--- src/rtl/hicore_dtcm_arb_if.sv ---
// One ICB link (cmd + rsp channels) between an initiator and a target.
// The master modport is the initiator side and the slave modport is the target side.
interface hicore_dtcm_arb_if #(
    parameter int AW = 32,
    parameter int DW = 32
);
    logic              icb_cmd_valid;
    logic              icb_cmd_ready;
    logic              icb_cmd_read;
    logic [AW-1:0]     icb_cmd_addr;
    logic [DW-1:0]     icb_cmd_wdata;
    logic [DW/8-1:0]   icb_cmd_wmask;
    logic              icb_rsp_valid;
    logic              icb_rsp_ready;
    logic              icb_rsp_err;
    logic [DW-1:0]     icb_rsp_rdata;

    modport master (
        output icb_cmd_valid, icb_cmd_read, icb_cmd_addr, icb_cmd_wdata, icb_cmd_wmask,
        output icb_rsp_ready,
        input  icb_cmd_ready, icb_rsp_valid, icb_rsp_err, icb_rsp_rdata
    );

    modport slave (
        input  icb_cmd_valid, icb_cmd_read, icb_cmd_addr, icb_cmd_wdata, icb_cmd_wmask,
        input  icb_rsp_ready,
        output icb_cmd_ready, icb_rsp_valid, icb_rsp_err, icb_rsp_rdata
    );
endinterface

--- src/rtl/hicore_dtcm_arb.sv ---
// Two-master round-robin ICB arbiter in front of the DTCM controller.
// An in-order ID FIFO remembers which master owns each outstanding command.
module hicore_dtcm_arb #(
    parameter int AW         = 32,
    parameter int DW         = 32,
    parameter int OUTS_DEPTH = 2
) (
    input  logic                clk,
    input  logic                rst_n,
    hicore_dtcm_arb_if.slave    m0,
    hicore_dtcm_arb_if.slave    m1,
    hicore_dtcm_arb_if.master   s
);
    localparam int PW = (OUTS_DEPTH > 1) ? $clog2(OUTS_DEPTH) : 1;
    localparam int CW = $clog2(OUTS_DEPTH) + 1;

    logic                last_gnt;
    logic                gnt;
    logic [OUTS_DEPTH-1:0] id_fifo;
    logic [PW-1:0]       wr_ptr;
    logic [PW-1:0]       rd_ptr;
    logic [CW-1:0]       count;
    logic                full;
    logic                empty;
    logic                head;
    logic                cmd_hs;
    logic                rsp_hs;
    logic                cmd_rdy;
    logic                rsp_ok;
    logic                g_read;
    logic [AW-1:0]       g_addr;
    logic [DW-1:0]       g_wdata;
    logic [DW/8-1:0]     g_wmask;

    assign full  = (count == CW'(OUTS_DEPTH));
    assign empty = (count == '0);
    assign head  = id_fifo[rd_ptr];

    // Both requesting: the master that did not win last time goes next.
    always_comb begin
        gnt = 1'b0;
        if (m0.icb_cmd_valid && m1.icb_cmd_valid)
            gnt = ~last_gnt;
        else if (m1.icb_cmd_valid)
            gnt = 1'b1;
    end

    always_comb begin
        g_read  = gnt ? m1.icb_cmd_read  : m0.icb_cmd_read;
        g_addr  = gnt ? m1.icb_cmd_addr  : m0.icb_cmd_addr;
        g_wdata = gnt ? m1.icb_cmd_wdata : m0.icb_cmd_wdata;
        g_wmask = gnt ? m1.icb_cmd_wmask : m0.icb_cmd_wmask;
    end

    // Ready depends only on the current fill level, never on a same-cycle pop.
    assign cmd_rdy          = rst_n & s.icb_cmd_ready & ~full;
    assign s.icb_cmd_valid  = rst_n & (m0.icb_cmd_valid | m1.icb_cmd_valid) & ~full;
    assign s.icb_cmd_read   = g_read;
    assign s.icb_cmd_addr   = g_addr;
    assign s.icb_cmd_wdata  = g_wdata;
    assign s.icb_cmd_wmask  = g_wmask;
    assign m0.icb_cmd_ready = cmd_rdy & ~gnt;
    assign m1.icb_cmd_ready = cmd_rdy & gnt;
    assign cmd_hs           = s.icb_cmd_valid & s.icb_cmd_ready;

    // A response arriving with nothing outstanding is ignored.
    assign rsp_ok           = rst_n & ~empty;
    assign m0.icb_rsp_valid = rsp_ok & s.icb_rsp_valid & ~head;
    assign m1.icb_rsp_valid = rsp_ok & s.icb_rsp_valid & head;
    assign s.icb_rsp_ready  = rsp_ok & (head ? m1.icb_rsp_ready : m0.icb_rsp_ready);
    assign m0.icb_rsp_err   = s.icb_rsp_err;
    assign m1.icb_rsp_err   = s.icb_rsp_err;
    assign m0.icb_rsp_rdata = s.icb_rsp_rdata;
    assign m1.icb_rsp_rdata = s.icb_rsp_rdata;
    assign rsp_hs           = s.icb_rsp_valid & s.icb_rsp_ready;

    function automatic logic [PW-1:0] ptr_inc(input logic [PW-1:0] p);
        return (p == PW'(OUTS_DEPTH - 1)) ? '0 : p + PW'(1);
    endfunction

    always_ff @(posedge clk) begin
        if (!rst_n) begin
            last_gnt <= 1'b1;
            wr_ptr   <= '0;
            rd_ptr   <= '0;
            count    <= '0;
        end else begin
            if (cmd_hs) begin
                last_gnt <= gnt;
                wr_ptr   <= ptr_inc(wr_ptr);
            end
            if (rsp_hs)
                rd_ptr <= ptr_inc(rd_ptr);
            case ({cmd_hs, rsp_hs})
                2'b10:   count <= count + CW'(1);
                2'b01:   count <= count - CW'(1);
                default: count <= count;
            endcase
        end
    end

    always_ff @(posedge clk) begin
        if (cmd_hs)
            id_fifo[wr_ptr] <= gnt;
    end
endmodule
--- src/flat_wrapper.sv ---
// flat-port wrapper written by rule: the top's interface ports become plain ports
module hicore_dtcm_arb_flat 
#(
    parameter int AW         = 32,
    parameter int DW         = 32,
    parameter int OUTS_DEPTH = 2
)
  (clk, rst_n, m0_icb_cmd_valid, m0_icb_cmd_read, m0_icb_cmd_addr, m0_icb_cmd_wdata, m0_icb_cmd_wmask, m0_icb_rsp_ready, m0_icb_cmd_ready, m0_icb_rsp_valid, m0_icb_rsp_err, m0_icb_rsp_rdata, m1_icb_cmd_valid, m1_icb_cmd_read, m1_icb_cmd_addr, m1_icb_cmd_wdata, m1_icb_cmd_wmask, m1_icb_rsp_ready, m1_icb_cmd_ready, m1_icb_rsp_valid, m1_icb_rsp_err, m1_icb_rsp_rdata, s_icb_cmd_valid, s_icb_cmd_read, s_icb_cmd_addr, s_icb_cmd_wdata, s_icb_cmd_wmask, s_icb_rsp_ready, s_icb_cmd_ready, s_icb_rsp_valid, s_icb_rsp_err, s_icb_rsp_rdata);
  hicore_dtcm_arb_if #(.AW(AW), .DW(DW)) m0_i ();
  hicore_dtcm_arb_if #(.AW(AW), .DW(DW)) m1_i ();
  hicore_dtcm_arb_if #(.AW(AW), .DW(DW)) s_i ();
  input  logic clk;
  input  logic rst_n;
  input wire logic [$bits(m0_i.icb_cmd_valid)-1:0] m0_icb_cmd_valid;
  input wire logic [$bits(m0_i.icb_cmd_read)-1:0] m0_icb_cmd_read;
  input wire logic [$bits(m0_i.icb_cmd_addr)-1:0] m0_icb_cmd_addr;
  input wire logic [$bits(m0_i.icb_cmd_wdata)-1:0] m0_icb_cmd_wdata;
  input wire logic [$bits(m0_i.icb_cmd_wmask)-1:0] m0_icb_cmd_wmask;
  input wire logic [$bits(m0_i.icb_rsp_ready)-1:0] m0_icb_rsp_ready;
  output wire logic [$bits(m0_i.icb_cmd_ready)-1:0] m0_icb_cmd_ready;
  output wire logic [$bits(m0_i.icb_rsp_valid)-1:0] m0_icb_rsp_valid;
  output wire logic [$bits(m0_i.icb_rsp_err)-1:0] m0_icb_rsp_err;
  output wire logic [$bits(m0_i.icb_rsp_rdata)-1:0] m0_icb_rsp_rdata;
  input wire logic [$bits(m1_i.icb_cmd_valid)-1:0] m1_icb_cmd_valid;
  input wire logic [$bits(m1_i.icb_cmd_read)-1:0] m1_icb_cmd_read;
  input wire logic [$bits(m1_i.icb_cmd_addr)-1:0] m1_icb_cmd_addr;
  input wire logic [$bits(m1_i.icb_cmd_wdata)-1:0] m1_icb_cmd_wdata;
  input wire logic [$bits(m1_i.icb_cmd_wmask)-1:0] m1_icb_cmd_wmask;
  input wire logic [$bits(m1_i.icb_rsp_ready)-1:0] m1_icb_rsp_ready;
  output wire logic [$bits(m1_i.icb_cmd_ready)-1:0] m1_icb_cmd_ready;
  output wire logic [$bits(m1_i.icb_rsp_valid)-1:0] m1_icb_rsp_valid;
  output wire logic [$bits(m1_i.icb_rsp_err)-1:0] m1_icb_rsp_err;
  output wire logic [$bits(m1_i.icb_rsp_rdata)-1:0] m1_icb_rsp_rdata;
  output wire logic [$bits(s_i.icb_cmd_valid)-1:0] s_icb_cmd_valid;
  output wire logic [$bits(s_i.icb_cmd_read)-1:0] s_icb_cmd_read;
  output wire logic [$bits(s_i.icb_cmd_addr)-1:0] s_icb_cmd_addr;
  output wire logic [$bits(s_i.icb_cmd_wdata)-1:0] s_icb_cmd_wdata;
  output wire logic [$bits(s_i.icb_cmd_wmask)-1:0] s_icb_cmd_wmask;
  output wire logic [$bits(s_i.icb_rsp_ready)-1:0] s_icb_rsp_ready;
  input wire logic [$bits(s_i.icb_cmd_ready)-1:0] s_icb_cmd_ready;
  input wire logic [$bits(s_i.icb_rsp_valid)-1:0] s_icb_rsp_valid;
  input wire logic [$bits(s_i.icb_rsp_err)-1:0] s_icb_rsp_err;
  input wire logic [$bits(s_i.icb_rsp_rdata)-1:0] s_icb_rsp_rdata;
  assign m0_i.icb_cmd_valid = m0_icb_cmd_valid;
  assign m0_i.icb_cmd_read = m0_icb_cmd_read;
  assign m0_i.icb_cmd_addr = m0_icb_cmd_addr;
  assign m0_i.icb_cmd_wdata = m0_icb_cmd_wdata;
  assign m0_i.icb_cmd_wmask = m0_icb_cmd_wmask;
  assign m0_i.icb_rsp_ready = m0_icb_rsp_ready;
  assign m0_icb_cmd_ready = m0_i.icb_cmd_ready;
  assign m0_icb_rsp_valid = m0_i.icb_rsp_valid;
  assign m0_icb_rsp_err = m0_i.icb_rsp_err;
  assign m0_icb_rsp_rdata = m0_i.icb_rsp_rdata;
  assign m1_i.icb_cmd_valid = m1_icb_cmd_valid;
  assign m1_i.icb_cmd_read = m1_icb_cmd_read;
  assign m1_i.icb_cmd_addr = m1_icb_cmd_addr;
  assign m1_i.icb_cmd_wdata = m1_icb_cmd_wdata;
  assign m1_i.icb_cmd_wmask = m1_icb_cmd_wmask;
  assign m1_i.icb_rsp_ready = m1_icb_rsp_ready;
  assign m1_icb_cmd_ready = m1_i.icb_cmd_ready;
  assign m1_icb_rsp_valid = m1_i.icb_rsp_valid;
  assign m1_icb_rsp_err = m1_i.icb_rsp_err;
  assign m1_icb_rsp_rdata = m1_i.icb_rsp_rdata;
  assign s_icb_cmd_valid = s_i.icb_cmd_valid;
  assign s_icb_cmd_read = s_i.icb_cmd_read;
  assign s_icb_cmd_addr = s_i.icb_cmd_addr;
  assign s_icb_cmd_wdata = s_i.icb_cmd_wdata;
  assign s_icb_cmd_wmask = s_i.icb_cmd_wmask;
  assign s_icb_rsp_ready = s_i.icb_rsp_ready;
  assign s_i.icb_cmd_ready = s_icb_cmd_ready;
  assign s_i.icb_rsp_valid = s_icb_rsp_valid;
  assign s_i.icb_rsp_err = s_icb_rsp_err;
  assign s_i.icb_rsp_rdata = s_icb_rsp_rdata;
  hicore_dtcm_arb #(.AW(AW), .DW(DW), .OUTS_DEPTH(OUTS_DEPTH)) u_core (.clk(clk), .rst_n(rst_n), .m0(m0_i), .m1(m1_i), .s(s_i));
endmodule
--- config.mk ---
export PLATFORM = sky130hd
export DESIGN_NAME = hicore_dtcm_arb_flat
export DESIGN_NICKNAME = d
export VERILOG_FILES = /design/src/rtl/hicore_dtcm_arb_if.sv /design/src/rtl/hicore_dtcm_arb.sv /design/src/flat_wrapper.sv
export SDC_FILE = /design/constraint.sdc
export NUM_CORES = 1
export LEC_CHECK = 0
export CORE_AREA = 2 2 125 127
export CTS_BUF_LIST = sky130_fd_sc_hd__clkbuf_2 sky130_fd_sc_hd__clkbuf_4 sky130_fd_sc_hd__clkbuf_8
export DETAILED_ROUTE_END_ITERATION = 10
export DIE_AREA = 0 0 127 129
export GPL_TIMING_DRIVEN = 0
export PLACE_DENSITY_LB_ADDON = 0.12
export REMOVE_ABC_BUFFERS = 1
export SLEW_MARGIN = 15
export SYNTH_ARGS = -nofsm -noshare
export SYNTH_HDL_FRONTEND = slang
export SYNTH_SLANG_ARGS = --single-unit
--- constraint.sdc ---
create_clock -name clk -period 3.1 [get_ports clk]
set_input_delay 0.62 -clock clk [delete_from_list [all_inputs] [get_ports clk]]
set_output_delay 0.62 -clock clk [all_outputs]
set_load 0.005 [all_outputs]
After elaboration in Yosys (flattened, before gate mapping)
Index checks and enable logic that the tools add are counted.
{"block": "word_totals", "regBits": 7, "output_inout_bits": 141}
{"block": "op_classes", "add_sub_neg": 4, "order_cmp": 3, "n_eq_ne": 3, "muxes": 15, "bitwise_logic": 19, "n_reduce_logical": 4}
{"op": "$mux 32", "n": 2}
{"op": "$and 1x1->1", "n": 13}
{"op": "$mux 1", "n": 9}
{"op": "$not 1->1", "n": 5}
{"op": "$eq 2x2->1 const B", "n": 2}
{"op": "$lt 1x2->1 const B", "n": 2}
{"op": "$mux 4", "n": 1}
{"op": "$pmux 2 s2", "n": 1}
{"op": "$add 1x1->1 const B", "n": 2}
{"op": "$add 2x1->2 const B", "n": 1}
{"op": "$bwmux 2", "n": 1}
{"op": "$eq 2x1->1 const B", "n": 1}
{"op": "$logic_and 1x1->1", "n": 2}
{"op": "$logic_not 2->1", "n": 1}
{"op": "$reduce_bool 2->1", "n": 1}
{"op": "$sub 2x1->2 const B", "n": 1}
{"op": "$demux 1 s1", "n": 1}
{"op": "$ge 1x1->1 const B", "n": 1}
{"op": "$or 1x1->1", "n": 1}

Depth between registers and ports, before layout
Gate-level depths: netlist of run 1.
{"block": "depth", "word_depth": 7, "depth_mapped": 7, "depth_no_buf": 7}

Worst setup path before layout of run 1
No wires, ideal clock.
{"block": "synth_timing", "path_type": "input-to-output", "startpoint": "input m1_icb_cmd_valid", "endpoint": "output s_icb_cmd_wdata[10]", "arrival_time_ps": 1481, "required_time_ps": 2480, "slack_ps": 999, "stages": 4, "n_path_buf": 1, "path_cell_list": "inv_1 -> a21oi_4 -> buf_4 -> mux2_2"}
{"block": "synth_between", "elab_chain_cells": 3, "elab_cells_between_ends": 4}
{"item": "start: declaration", "line_no": "flat_wrapper.sv:24", "rtl": "input wire logic [$bits(m1_i.icb_cmd_valid)-1:0] m1_icb_cmd_valid;"}
{"item": "$mux 1 or $logic_and 1x1->1 (tied branches)", "line_no": "hicore_dtcm_arb.sv:44, hicore_dtcm_arb.sv:42"}
{"item": "$mux 1 *", "line_no": "hicore_dtcm_arb.sv:42", "rtl": "if (m0.icb_cmd_valid && m1.icb_cmd_valid)"}
{"item": "$mux 32 *", "line_no": "hicore_dtcm_arb.sv:51", "rtl": "g_wdata = gnt ? m1.icb_cmd_wdata : m0.icb_cmd_wdata;"}
{"item": "end: declaration", "line_no": "flat_wrapper.sv:37", "rtl": "output wire logic [$bits(s_i.icb_cmd_wdata)-1:0] s_icb_cmd_wdata;"}
Mark *: on every way between the ends. The rest lies on a longest branch, timed or not.

Final worst setup path of run 1
{"block": "layout_timing", "startpoint": "input m1_icb_cmd_valid", "endpoint": "output s_icb_cmd_addr[16]"}
{"block": "layout_between", "elab_chain_cells": 3, "elab_cells_between_ends": 4}
{"item": "$mux 1 or $logic_and 1x1->1 (tied branches)", "line_no": "hicore_dtcm_arb.sv:44, hicore_dtcm_arb.sv:42"}
{"item": "$mux 1 *", "line_no": "hicore_dtcm_arb.sv:42"}
{"item": "$mux 32 *", "line_no": "hicore_dtcm_arb.sv:50", "rtl": "g_addr = gnt ? m1.icb_cmd_addr : m0.icb_cmd_addr;"}
{"item": "end: declaration", "line_no": "flat_wrapper.sv:36", "rtl": "output wire logic [$bits(s_i.icb_cmd_addr)-1:0] s_icb_cmd_addr;"}
Marked as above.

==> impl_metrics.json, run 1 <==
{
  "rsz0062_at_grt": "no",
  "cp.arrival_ns": 2.38,
  "areaGrowthSynthToFinish_pct": 117,
  "yosys_warnings": 0,
  "drtAntennaViolNets": 0,
  "place_ws_ns": -0.668,
  "die_y_um": 129,
  "synth-simple-area-share": 0.0434,
  "fp.dieArea_sq_um": 16400,
  "power_density_nw_per_um2": 202,
  "worstPathBufferInverterCount": 6,
  "fin_skew_ns": 0.000985,
  "drt_iter0_drc": 49,
  "synth_flop_cell": "dfxtp_1",
  "fin_crit_ns": 3.00,
  "drv_slew": 0,
  "worstPathRequired_ns": 2.48,
  "drive_gt1_frac": 0.227,
  "timing.final.crit_share": 0.968,
  "wirelength_mm": 10.9,
  "nFillCells": 1623,
  "synth_top_family_by_area": "multiplexers",
  "ys_top_cells_by_area": "mux2_2, buf_4, dfxtp_1",
  "cts_root_buffer": "clkbuf_8",
  "htreeDepth": 1,
  "seq_area_frac_synth": 0.0910,
  "fmax_mhz": 333,
  "p_leak_nw": 1.40,
  "die_w_um": 127,
  "netlist.area_leader.share": 0.403,
  "post_synth_fa_ha_maj_area_fraction": 0.00711,
  "cts_buffers": 3,
  "crit_path_cell_trace": "clkdlybuf4s15_1 > inv_2 > a21oi_4 > buf_16 > buf_16 > buf_16 > mux2_2 > clkdlybuf4s50_1",
  "met2_usage": 0.194,
  "ys_ff_latch": 7,
  "layout.nets": 524,
  "rows": 45,
  "netlist_area_sq_um": 1760,
  "syn-instance-count": 185,
  "critPathKind": "in -> out",
  "clock_latency_ns": 0.23,
  "relSlewSlack": 0.690,
  "clkTransAtPathRegs_ns": 0.04,
  "ioPinCount": 320,
  "met1_usage": 0.122,
  "cts_sinks": 7,
  "drv_cap": 0,
  "start_util": 0.117,
  "min_path_type": "reg -> reg",
  "antenna_found_initial": 0,
  "synthTopCellsByCount": "buf_4, mux2_2, mux2_1, nor2_1",
  "synth_compound_area_frac": 0.0583,
  "grtUsageTotal": 0.125,
  "dr.pass1.iters": 7,
  "critPathMaxStageDelay_ns": 0.46,
  "setup_viol": 0,
  "crit_path_end_kind": "output port",
  "wl_per_cell_um": 20.6,
  "placed_area_sq_um": 3720,
  "violations": "design-rule violations",
  "final_util": 0.255,
  "cts_buffer_depth": 2,
  "hold_viol": 0,
  "synth-xor-area-share": 0.00996,
  "crit_top_cell": "buf_16",
  "setup_ws_ns": 0.0990,
  "top_usage_layer": "met2",
  "synthMuxAreaShare": 0.459,
  "place_congestion": 0.831,
  "use_met3": 0.122,
  "vias": 2016,
  "routed_via_density": 3.80,
  "yosysMostFrequentCell": "buf_4",
  "setup_tns_ns": 0,
  "grt_pass1_wl_mm": 14.8,
  "yosys.area.top_type": "mux2_2",
  "cp_top_family": "buffers and inverters",
  "async_reset_ff_frac": 0,
  "final_cell_area_sq_um": 3820,
  "cp_slowest_cell": "clkdlybuf4s50_1",
  "hpwl_mm": 9.91,
  "syn_avg_cell_area_sq_um": 9.51,
  "total_power_w": 0.000773,
  "port_buffers": 220,
  "first_global_vias": 2173,
  "yosysUniqueCellTypes": 31,
  "grt_overflow": 0,
  "grt_max_degree": 16,
  "cp_max_fo": 15,
  "cts_tree": "yes",
  "start_kind": "primary input",
  "max-vdd-ir-drop_uv": 57.7,
  "core-area_sq_um": 15000,
  "diodes": 0,
  "worst_pin_slew_ns": 0.464,
  "drc": 1,
  "synth_edf_count": 2,
  "outcome": "complete, but fails checks"
}
sequential cells by signal, indices dropped and copies added (netlist names):
| name | flops |
|---|---|
| u_core.wr_ptr | 1 |
| u_core.count | 2 |
| u_core.id_fifo | 2 |
| u_core.last_gnt | 1 |
| u_core.rd_ptr | 1 |
worst register-to-register path: cells and delay by family, from the launching register on:
kind            cells  cell delay [ns]
compound gates      1             0.16
fa+ha+maj           1             0.34
flops               1             0.39
mux                 2             0.68
simple gates        2             0.42
area by class of cell:
class                      instances  area, sq um  area share
timing repair buffer             228         2350       0.615
multi-input combinational        101         1020       0.266
tap                              188          235      0.0616
sequential                         7          160      0.0419
clock buffer                       4         48.8      0.0128
inverter                           3         11.3     0.00295
cells by family after synthesis:
| logic type | Yosys count |
|---|---|
| buffers and inverters | 77 |
| AND/OR/NAND/NOR | 14 |
| flip-flops | 7 |
| adder cells (fa/ha/maj) | 1 |
| multiplexers | 72 |
| XOR/XNOR | 2 |
| AO/OA/AOI/OAI | 12 |
placed cells by master, fill, tap and decap left out, types with 2 or more instances in the layout:
| cell type | instances |
|---|---|
| mux2_1 | 6 |
| inv_1 | 2 |
| nor2_1 | 6 |
| dlygate4sd2_1 | 7 |
| mux2_2 | 63 |
| clkbuf_8 | 3 |
| dfxtp_1 | 5 |
| xnor2_1 | 2 |
| buf_4 | 2 |
| o21ai_0 | 2 |
| clkdlybuf4s50_1 | 210 |
| buf_16 | 3 |
| edfxtp_1 | 2 |
| mux2i_1 | 3 |
path summary, 6_finish.rpt:
path / to / from / slack [ns] / depth (start not counted)
worst max register to register: u_core.count[1] / u_core.rd_ptr / 1.03 / 6
worst min-delay path: u_core.wr_ptr / u_core.wr_ptr / 0.49 / 1
worst min register to register: u_core.wr_ptr / u_core.wr_ptr / 0.49 / 1
worst max-delay path: s_icb_cmd_addr[16] / m1_icb_cmd_valid / 0.1 / 8
routing by layer:
layer,up-vias,part of all wire
met1,911,0.33
met2,196,0.45
met4,2,0.00064
met3,6,0.21
met5,-,0.0061
li1,901,-
metrics by stage:
step                std cells  hold slack, ns
floorplan                 111           0.450
global placement          519           0.465
detailed placement        523           0.476
CTS                       531           0.496
global route              531           0.538
finish                    531           0.491
power by group:
part           internal (W)  switching (W)
Combinational      0.000387       0.000139
Sequential         0.000102     0.00000773
Clock             0.0000978      0.0000406
Total              0.000586       0.000187
what timing repair did:
item                                    4_1_cts  5_1_grt
cloned                                        1        0
pin swaps                                     1        1
gates resized for setup                      11        4
setup buffers                                 3        0
hold buffers                                  0        0
endpoints found under the setup margin       69       10
No activity file was read; power rests on OpenSTA's default activity.
==> inputs of run 2 (changes only) <==
CORE_AREA = 2 2 123 125   (was 2 2 125 127)
DIE_AREA = 0 0 125 127   (was 0 0 127 129)
clock period = 3.4 ns   (was 3.1 ns; I/O delays follow)
==> run 2 against run 1 <==
  * The run now ends clean
  * Die area shrank 3.1%
  * Core utilization grew 1.0 points
  * Combinational power shrank 8.2%
  * Critical path depth shrank 1
  * Via count shrank 0.60%
  * Sequential power shrank 9%
  * Clock skew is essentially flat
  * Register-to-register slack gained 0.32 ns
  * Critical endpoint is now s_icb_cmd_addr[8]
==> impl_metrics.json, run 2 (synthesis gave the netlist of run 1 again) <==
{
  "outcome": "finished clean",
  "grt_pass1_wl_mm": 15.0,
  "dr.pass1.iters": 4,
  "worstPathRequired_ns": 2.72,
  "min_path_type": "reg -> reg",
  "wirelength_mm": 11.1,
  "first_global_vias": 2183,
  "layout_commonest_cell": "clkdlybuf4s50_1",
  "power_density_nw_per_um2": 185,
  "core-area_sq_um": 14400,
  "reg2reg_from": "u_core.rd_ptr",
  "postCtsHoldBufs": 0,
  "fp.dieArea_sq_um": 15900,
  "placed_area_sq_um": 3700,
  "worst_pin_slew_ns": 0.427,
  "fin_skew_ns": 0.000955,
  "fin_crit_ns": 3.32,
  "setup_viol": 0,
  "hold_viol": 0,
  "rsz0062_at_grt": "no",
  "port_buffers": 220,
  "drc": 0,
  "ioPinCount": 320,
  "htreeDepth": 1,
  "dpl.cell_count": 518,
  "setup_tns_ns": 0,
  "crit_path_cell_trace": "clkdlybuf4s50_1 > inv_1 > a21oi_4 > clkbuf_16 > buf_12 > mux2_2 > clkdlybuf4s50_1",
  "cts_buffers": 3,
  "routed_via_density": 3.80,
  "cts_root_buffer": "clkbuf_8",
  "hpwl_mm": 9.87,
  "start_util": 0.122,
  "cts_tree": "yes",
  "holdPathStages": 1,
  "cp.arrival_ns": 2.64,
  "areaGrowthSynthToFinish_pct": 117,
  "place_congestion": 0.832,
  "grt_overflow": 0,
  "top_regs": "u_core.count: 2 flops, u_core.id_fifo: 2 flops",
  "diodes": 0,
  "holdCritStartpoint": "u_core.wr_ptr",
  "timing.final.crit_share": 0.975,
  "relSlewSlack": 0.715,
  "die_y_um": 127,
  "nFillCells": 1587,
  "start_kind": "primary input",
  "cp_max_fo": 9,
  "wl_per_cell_um": 21.0,
  "rows": 44,
  "drt_iter0_drc": 65,
  "cts_sinks": 7,
  "grtUsageTotal": 0.129,
  "drive_gt1_frac": 0.224,
  "critPathMaxStageDelay_ns": 0.51,
  "mostFrequentLayoutCells": "clkdlybuf4s50_1, mux2_2, nor2_1, mux2_1, dfxtp_1",
  "cp_slowest_cell": "clkdlybuf4s50_1",
  "drv_slew": 0,
  "min_to": "u_core.wr_ptr",
  "clkTransAtPathRegs_ns": 0.04,
  "crit_top_cell": "clkdlybuf4s50_1",
  "final_cell_area_sq_um": 3830,
  "vias": 2004,
  "die_w_um": 125,
  "fmax_mhz": 302,
  "layout.nets": 525,
  "timing.rr.end": "u_core.count[1]",
  "drtAntennaViolNets": 0,
  "r2r_slack_ns": 1.35,
  "clock_latency_ns": 0.23,
  "cts_buffer_depth": 2,
  "reg2reg_depth": 6,
  "antenna_found_initial": 0,
  "grt_max_degree": 24,
  "crit_path_end_kind": "output port",
  "total_power_w": 0.000707,
  "drv_cap": 0,
  "p_leak_nw": 1.39,
  "stdcell_count": 528,
  "critPathKind": "in -> out",
  "max-vdd-ir-drop_uv": 83.8,
  "holdWs_ns": 0.490
}
[run 2: worst max-delay path, delay by kind of cell]
family / cells / cell delay [ns]
AOI/OAI and AO/OA: 1 / 0.20
buffers and inverters: 5 / 1.42
muxes: 1 / 0.34
[run 2: how the worst max path moves through the flow]
stage,startpoint,to,slack [ns],depth (start not counted)
global placement,m1_icb_cmd_valid,s_icb_cmd_wmask[2],-1.40,5
floorplan,m1_icb_cmd_valid,s_icb_cmd_addr[0],0.37,3
detailed placement,m1_icb_cmd_valid,s_icb_cmd_wmask[2],-0.44,7
global route,m1_icb_cmd_valid,s_icb_cmd_addr[20],0.0003,7
finish,m1_icb_cmd_valid,s_icb_cmd_addr[8],0.08,7
CTS,m1_icb_cmd_valid,s_icb_cmd_wdata[30],-0.009,7
[run 2: layout make-up]
type	instances	area (sq um)	area share
inverter	3	11.3	0.00294
timing repair buffer	229	2360	0.617
multi-input combinational	101	1020	0.266
sequential	7	160	0.0419
clock buffer	4	48.8	0.0128
tap	184	230	0.0602
[run 2: through the flow]
step	util	worst slack [ns]
floorplan	-	0.365
global placement	0.251	-1.40
detailed placement	0.257	-0.437
CTS	0.261	-0.00915
global route	0.265	0.000350
finish	0.265	0.0850
[run 2: where the power goes]
part / total (W) / internal, W / switching [W]
clock: 0.000125 / 0.0000891 / 0.0000364
sequential: 0.0000995 / 0.0000927 / 0.00000671
combinational: 0.000482 / 0.000355 / 0.000127
[run 2: what timing repair did]
item / CTS / global route
resized for setup: 4 / 2
cloned: 0 / 2
buffers inserted: 2 / 2
setup endpoints to repair: 69 / 34
[run 2: metal layers]
| metal | vias to the layer above | wire length [um] | part of all wire | track usage |
|---|---|---|---|---|
| met5 | - | 174 | 0.016 | 0.0898 |
| met4 | 4 | 106 | 0.0096 | 0.0196 |
| met3 | 13 | 2470 | 0.22 | 0.133 |
| met2 | 209 | 4750 | 0.43 | 0.196 |
| met1 | 871 | 3600 | 0.32 | 0.118 |
| li1 | 907 | - | - | - |
==> inputs of run 3 (changes only) <==
CORE_AREA = 2 2 125 127   (was 2 2 123 125)
DIE_AREA = 0 0 127 129   (was 0 0 125 127)
clock period = 3.98 ns   (was 3.4 ns; I/O delays follow)
==> run 3 against run 2 <==
  * The run now ends with design-rule violations left
  * Sequential cell count unchanged
  * Final area shrank 1.2%
  * Register-to-register slack gained 0.54 ns
  * Total power down 15%
  * Critical path depth is 1 higher
  * Via count is 0.40% lower
  * Combinational power shrank 16%
  * First-iteration DRC count is the same
  * Sequential power shrank 14%
  * Worst hold slack worse by 0.0019 ns
  * Final cell count is the same
  * Wire length decreased by 3.2%
  * Critical endpoint is now s_icb_cmd_wmask[2]
==> impl_metrics.json, run 3 (synthesis gave the netlist of run 1 again) <==
{
  "wl_per_cell_um": 20.3,
  "final-seq-area_sq_um": 160,
  "grt_pass1_wl_mm": 14.6,
  "vias": 1996,
  "areaGrowthSynthToFinish_pct": 115,
  "p_leak_nw": 1.36,
  "start_util": 0.117,
  "max-vdd-ir-drop_uv": 44.9,
  "min_path_type": "reg -> reg",
  "worst_pin_slew_ns": 0.466,
  "holdCritStartpoint": "u_core.wr_ptr",
  "worstPathRequired_ns": 3.18,
  "drv_slew": 0,
  "final_cell_area_sq_um": 3780,
  "timing.final.crit_share": 0.945,
  "layout_commonest_cell": "clkdlybuf4s50_1",
  "holdPathStages": 1,
  "mostFrequentLayoutCells": "clkdlybuf4s50_1, mux2_2, nor2_1, mux2_1, dfxtp_1",
  "cts_sinks": 7,
  "outcome": "complete, but fails checks",
  "fin_crit_ns": 3.76,
  "clock_latency_ns": 0.23,
  "layout.nets": 521,
  "grt_max_degree": 22,
  "r2r_slack_ns": 1.89,
  "fp.dieArea_sq_um": 16400,
  "reg2reg_from": "u_core.rd_ptr",
  "cts_buffers": 3,
  "setup_viol": 0,
  "drtAntennaViolNets": 0,
  "dr.pass1.iters": 7,
  "start_kind": "primary input",
  "hpwl_mm": 9.91,
  "wirelength_mm": 10.7,
  "reg2reg_depth": 6,
  "cts_tree": "yes",
  "postCtsHoldBufs": 0,
  "top_regs": "u_core.count: 2 flops, u_core.id_fifo: 2 flops",
  "first_global_vias": 2142,
  "critPathKind": "in -> out",
  "rsz0062_at_grt": "no",
  "timing.rr.end": "u_core.count[1]",
  "post_cts_resized": 0,
  "holdWs_ns": 0.488,
  "diodes": 0,
  "port_buffers": 220,
  "place_congestion": 0.831,
  "power_density_nw_per_um2": 158,
  "cts_buffer_depth": 2,
  "htreeDepth": 1,
  "routed_via_density": 3.78,
  "rows": 45,
  "drive_gt1_frac": 0.215,
  "ioPinCount": 320,
  "min_to": "u_core.wr_ptr",
  "multi_input_area_sq_um": 1020,
  "cts_root_buffer": "clkbuf_8",
  "cp.arrival_ns": 2.96,
  "grtUsageTotal": 0.122,
  "clkTransAtPathRegs_ns": 0.04,
  "nFillCells": 1626,
  "hold_viol": 0,
  "fmax_mhz": 266,
  "drc": 1,
  "die_y_um": 129,
  "fin_skew_ns": 0.000979,
  "relSlewSlack": 0.689,
  "violations": "design-rule violations",
  "drv_cap": 0,
  "crit_path_end_kind": "output port",
  "cp_max_fo": 21,
  "drt_iter0_drc": 65,
  "antenna_found_initial": 0,
  "grt_overflow": 0,
  "placed_area_sq_um": 3720,
  "core-area_sq_um": 15000,
  "die_w_um": 127
}
[run 3: changes by cell type in the layout (fill, tap and decap cells not counted)]
cell / before / now
buf_12: 1 / 0
buf_4: 2 / 1
dlygate4sd2_1: 4 / 0
clkdlybuf4s50_1: 216 / 220
buf_6: 2 / 0
clkbuf_16: 2 / 0
buf_8: 0 / 1
buf_16: 2 / 3
[run 3: power by group]
group / switching (W) / internal (W) / leakage [nW] / total, W
clock: 0.0000316 / 0.0000762 / 0.0262 / 0.000108
sequential: 0.00000592 / 0.0000792 / 0.0596 / 0.0000851
combinational: 0.000106 / 0.000299 / 1.27 / 0.000405
[run 3: worst max path at each step]
stage	startpoint	endpoint	slack, ns	cells past startpoint
2_1_floorplan	m1_icb_cmd_valid	s_icb_cmd_addr[0]	0.71	3
3_3_place_gp	m1_icb_cmd_valid	s_icb_cmd_addr[7]	-1.08	5
3_5_place_dp	m1_icb_cmd_valid	s_icb_cmd_wmask[2]	-0.14	8
4_1_cts	m1_icb_cmd_valid	s_icb_cmd_wmask[2]	0.16	8
5_1_grt	m1_icb_cmd_valid	s_icb_cmd_wmask[2]	0.12	8
6_report	m1_icb_cmd_valid	s_icb_cmd_wmask[2]	0.22	8
[run 3: final cells by class]
class | count | share of cell area
Clock buffer | 4 | 0.0129
Inverter | 3 | 0.00298
Sequential cell | 7 | 0.0424
Timing Repair Buffer | 225 | 0.611
Multi-Input combinational cell | 101 | 0.269
Tap cell | 188 | 0.0623
[run 3: per-stage QoR]
| stage | setup TNS [ns] | cells | util | setup WS (ns) | power, W |
|---|---|---|---|---|---|
| floorplan | 0 | 111 | - | 0.713 | 0.000195 |
| global placement | -69.64 | 519 | 0.242 | -1.08 | 0.000483 |
| detailed placement | -1.46 | 523 | 0.249 | -0.140 | 0.000495 |
| CTS | 0 | 528 | 0.252 | 0.163 | 0.000612 |
| global route | 0 | 528 | 0.252 | 0.119 | 0.000637 |
| finish | 0 | 528 | 0.252 | 0.221 | 0.000598 |
[run 3: critical path, stage by stage]
cell and delay (ns):
clkdlybuf4s50_1 0.52, inv_1 0.11, a21oi_4 0.19, buf_16 0.20
buf_16 0.17, buf_16 0.15, mux2_2 0.33, clkdlybuf4s50_1 0.48
[run 3: layer usage]
metal	routed length, um	vias to the layer above	global-route usage
li1	-	895	-
met1	3450	899	0.117
met2	4900	194	0.191
met3	2320	6	0.122
met4	7	2	0.0136
met5	67	-	0.0412
[run 3: timing repair]
| item | in CTS | in global routing |
|---|---|---|
| endpoints found under the hold margin | 0 | 0 |
| setup endpoints to repair | 16 | 0 |
| buffers inserted | 1 | 0 |
